File: config.mk
export PLATFORM = sky130hd
export DESIGN_NAME = touch_key_gen
export DESIGN_NICKNAME = d
export VERILOG_FILES = /design/src/rtl/touch_key_gen.sv
export SDC_FILE = /design/constraint.sdc
export NUM_CORES = 1
export LEC_CHECK = 0
export CAP_MARGIN = 0
export CELL_PAD_IN_SITES_DETAIL_PLACEMENT = 0
export CELL_PAD_IN_SITES_GLOBAL_PLACEMENT = 2
export CORE_MARGIN = 2
export CORE_UTILIZATION = 35
export CTS_BUF_LIST = sky130_fd_sc_hd__clkbuf_16
export DETAILED_ROUTE_END_ITERATION = 8
export HOLD_SLACK_MARGIN = 0.05
export MAX_ROUTING_LAYER = met4
export PLACE_DENSITY = 0.9
export SKIP_LAST_GASP = 1
export SLEW_MARGIN = 30
export SYNTH_ARGS = -nofsm -noshare
export SYNTH_HDL_FRONTEND = slang
export SYNTH_SLANG_ARGS = --single-unit
File: constraint.sdc
create_clock -name sys_clk -period 2.5 [get_ports sys_clk]
set_clock_uncertainty 0.1 [all_clocks]
set_input_delay 0.5 -clock sys_clk [delete_from_list [all_inputs] [get_ports sys_clk]]
set_output_delay 0.5 -clock sys_clk [all_outputs]
set_load 0.005 [all_outputs]
File: src/rtl/touch_key_gen.sv
// touch_key_gen: emits a commanded number of clean touch_key taps
// (PRESS_CYC cycles high, GAP_CYC cycles low), one falling edge per tap,
// with busy/done/tap_cnt status and a synchronous stop abort.
module touch_key_gen #(
    parameter int PRESS_CYC = 50_000,
    parameter int GAP_CYC   = 50_000,
    parameter int CNT_W     = 16,
    parameter int TAP_W     = 4
) (
    input  logic             sys_clk,
    input  logic             sys_rst_n,
    input  logic             start,
    input  logic [TAP_W-1:0] tap_num,
    input  logic             stop,
    output logic             touch_key,
    output logic             busy,
    output logic             done,
    output logic [TAP_W-1:0] tap_cnt
);

    typedef enum logic [1:0] {
        S_IDLE  = 2'd0,
        S_PRESS = 2'd1,
        S_GAP   = 2'd2
    } state_t;

    localparam logic [CNT_W-1:0] PRESS_LAST = CNT_W'(PRESS_CYC - 1);
    localparam logic [CNT_W-1:0] GAP_LAST   = CNT_W'(GAP_CYC - 1);

    state_t           state;
    logic [CNT_W-1:0] cnt;
    logic [TAP_W-1:0] tap_lat;

    // Tap sequencer: every output is a flop, so touch_key has no input-to-output path.
    always_ff @(posedge sys_clk or negedge sys_rst_n) begin
        if (!sys_rst_n) begin
            state     <= S_IDLE;
            cnt       <= '0;
            tap_lat   <= '0;
            touch_key <= 1'b0;
            busy      <= 1'b0;
            done      <= 1'b0;
            tap_cnt   <= '0;
        end else begin
            done <= 1'b0;
            case (state)
                S_IDLE: begin
                    // stop in the same cycle drops the request; zero taps is no request
                    if (start && !stop && (tap_num != '0)) begin
                        tap_lat   <= tap_num;
                        tap_cnt   <= '0;
                        cnt       <= '0;
                        state     <= S_PRESS;
                        touch_key <= 1'b1;
                        busy      <= 1'b1;
                    end
                end
                S_PRESS: begin
                    if (stop) begin
                        state     <= S_IDLE;
                        cnt       <= '0;
                        touch_key <= 1'b0;
                        busy      <= 1'b0;
                    end else if (cnt == PRESS_LAST) begin
                        // falling edge and tap count land in the same cycle
                        cnt       <= '0;
                        state     <= S_GAP;
                        touch_key <= 1'b0;
                        tap_cnt   <= tap_cnt + 1'b1;
                    end else begin
                        cnt <= cnt + 1'b1;
                    end
                end
                S_GAP: begin
                    if (stop) begin
                        state <= S_IDLE;
                        cnt   <= '0;
                        busy  <= 1'b0;
                    end else if (cnt == GAP_LAST) begin
                        cnt <= '0;
                        if (tap_cnt == tap_lat) begin
                            state <= S_IDLE;
                            busy  <= 1'b0;
                            done  <= 1'b1;
                        end else begin
                            state     <= S_PRESS;
                            touch_key <= 1'b1;
                        end
                    end else begin
                        cnt <= cnt + 1'b1;
                    end
                end
                default: begin
                    state     <= S_IDLE;
                    cnt       <= '0;
                    touch_key <= 1'b0;
                    busy      <= 1'b0;
                end
            endcase
        end
    end

endmodule
==> results.ini <==
[status]
outcome = finished, final reports clean

[timing]
report.final.slew_viol_count = 0
maxSlewHeadroom = 0.684
rsz0062_at_grt = no
max_slew.worst_pin.slew_ns = 0.470
worst_slack_ns = 0.136
min_period_ns = 2.36
hold_violations = 0
post-route-period-util = 0.945
setup_violations = 0
fmax_ghz = 0.423
setup_tns_ns = 0

[die]
start_util = 0.369
ios = 15
core_area_mm2 = 0.00479
die-width_um = 75.0
die_h_um = 75.0
num_rows = 25
dieArea_mm2 = 0.00562

[setup_path]
crit_path_start_kind = register
arrival_ns = 2.42
cp.required_ns = 2.56
crit_fanout = 5
ff2ff_setup_slack_ns = 0.14
critPathKind = register to register
end_kind = register

[detailed_routing]
routed-wl-met2_mm = 1.86
maxUsedRoutingLayer = met4
vias = 1608
wl_per_cell_um = 14.0
dr.pass1.iters = 4
dr_wl_met3_um = 115
drc = 0
vias_per_cell = 5.41
ant_nets = 0
wl_mm = 4.16
drt-met1-wl_mm = 2.10
drt_iter0_drc = 92

[cells_and_area]
fill_cells = 485
fin_area_mm2 = 0.00223
nets = 243
antenna_cells = 0
area_growth_pct = 26.4
layout-drive-gt1-share = 0.126

[synthesis]
synthesis.nets = 212
netlist_area_mm2 = 0.00176
ys_warn_count = 0
ys_seq_elements = 29
ys_types = 39
async_flop_share = 1.00
syn_avg_cell_area_um2 = 8.91
ys.flop_type = dfrtp_1
synth_edf_count = 0
synth_cells = 198
ys_seq_area_frac = 0.411

[place]
place_worst_setup_slack_ns = -0.0288
place_hpwl_mm = 3.01
port_buffers = 14
placed_area_mm2 = 0.00209
gp_congestion = 0.805

[global_routing]
overflow = 0
grt_start_max_net_pins = 30
grt_pass1_vias = 1625
antenna_found_initial = 0
track_usage = 0.182
grt_pass1_wl_mm = 7.56

[clocking]
cts_sinks = 29
clock_latency_ns = 0.28
cts-buffers-inserted = 5
clk_pin_slew_ns = 0.05
cts_setup_buffers = 0
ctsHoldBuffers = 0
post_cts_resize_count = 0
cts-root-buf = clkbuf_16
cts_tree = yes
cts_htree_levels = 2
clock_path_buffers = 2

[power]
p_leak_uw = 0.000925
peakVddDrop_v = 0.000425
p_per_area_mw_per_mm2 = 803

[job]
max_cap_violations = 0

[worst_hold_path]
hold_path_class = register to register

-- Yosys cell counts (7+ instances only) --
cell type	number	area, µm²
nor2_1	10	37.5
dfrtp_1	29	726
o21ai_1	13	65.1
nand2_1	21	78.8
nor3_1	10	50.1
inv_1	7	26.3
o21ai_0	10	50.1
nand3_1	8	40.0
-- path summary, 6_finish.rpt --
path	end	start	cells after the start
min in group asynchronous	done	sys_rst_n	2
max reg2reg	busy	cnt[12]	5
max	busy	cnt[12]	5
min reg2reg	busy	busy	1
min	busy	busy	1
max in group asynchronous	cnt[10]	sys_rst_n	2
-- state kept, by name (all words and copies together) (netlist names) --
signal / cells
touch_key: 1
busy: 1
tap_cnt: 4
tap_lat: 4
state: 2
cnt: 16
done: 1
-- cells by family after synthesis --
group                      Yosys count  share of synthesized area
xor gates and xnor gates             4                     0.0199
muxes                                7                     0.0447
AOI/OAI and AO/OA                   47                      0.164
and+or+nand+nor                     89                      0.282
DFF                                 29                      0.411
buffers and inverters               16                     0.0362
adders and majority gates            6                     0.0426
-- cell usage in the layout, fill, tap and decap left out, types with 3 or more instances in the layout --
cell type,count
dfrtp_1,29
nand2_1,21
buf_4,19
clkdlybuf4s50_1,14
o21ai_1,13
inv_1,10
nor2_1,10
o21ai_0,10
nor3_1,10
nand3_1,8
nand4_1,6
nand2b_1,6
o31ai_1,6
a21oi_1,6
mux2_1,6
ha_1,6
nor4_1,5
clkbuf_16,5
xor2_1,4
or3_1,4
nand4b_1,3
o41ai_1,3
nor2b_1,3
-- metrics by stage --
stage | util | cells | hold slack [ns] | total power [µW]
after detailed placement | 0.437 | 289 | 0.381 | 1240
after CTS | 0.466 | 297 | 0.396 | 1810
final | 0.466 | 297 | 0.391 | 1790
after global routing | 0.466 | 297 | 0.429 | 1910
after floorplan | - | 198 | 0.104 | 977
after global placement | 0.437 | 289 | 0.374 | 1250
-- critical path, stage by stage (launching register included) --
cell	delay (ns)
dfrtp_1	0.42
or4_4	0.57
nor4_2	0.47
a21oi_1	0.13
nor3_1	0.22
mux2_1	0.34
-- routing by layer --
metal | vias to the layer above | GRT usage
met5 | - | -
met4 | 0 | 0.0794
met3 | 9 | 0.0402
met2 | 20 | 0.261
met1 | 785 | 0.247
li1 | 794 | -
-- power breakdown --
group / switching (µW) / internal [µW]
registers: 76.9 / 555
clock network: 200 / 356
logic: 310 / 292
-- layout make-up --
type                       instances  area, µm²  share of cell area
tap                               67       83.8              0.0376
multi-input combinational        153        975               0.437
clock buffer                       5        125              0.0561
timing repair buffer              33        283               0.127
sequential                        29        726               0.325
inverter                           7       26.3              0.0118
clock inverter                     3       11.3             0.00505
Note: power is estimated with default switching activity, not from simulation.
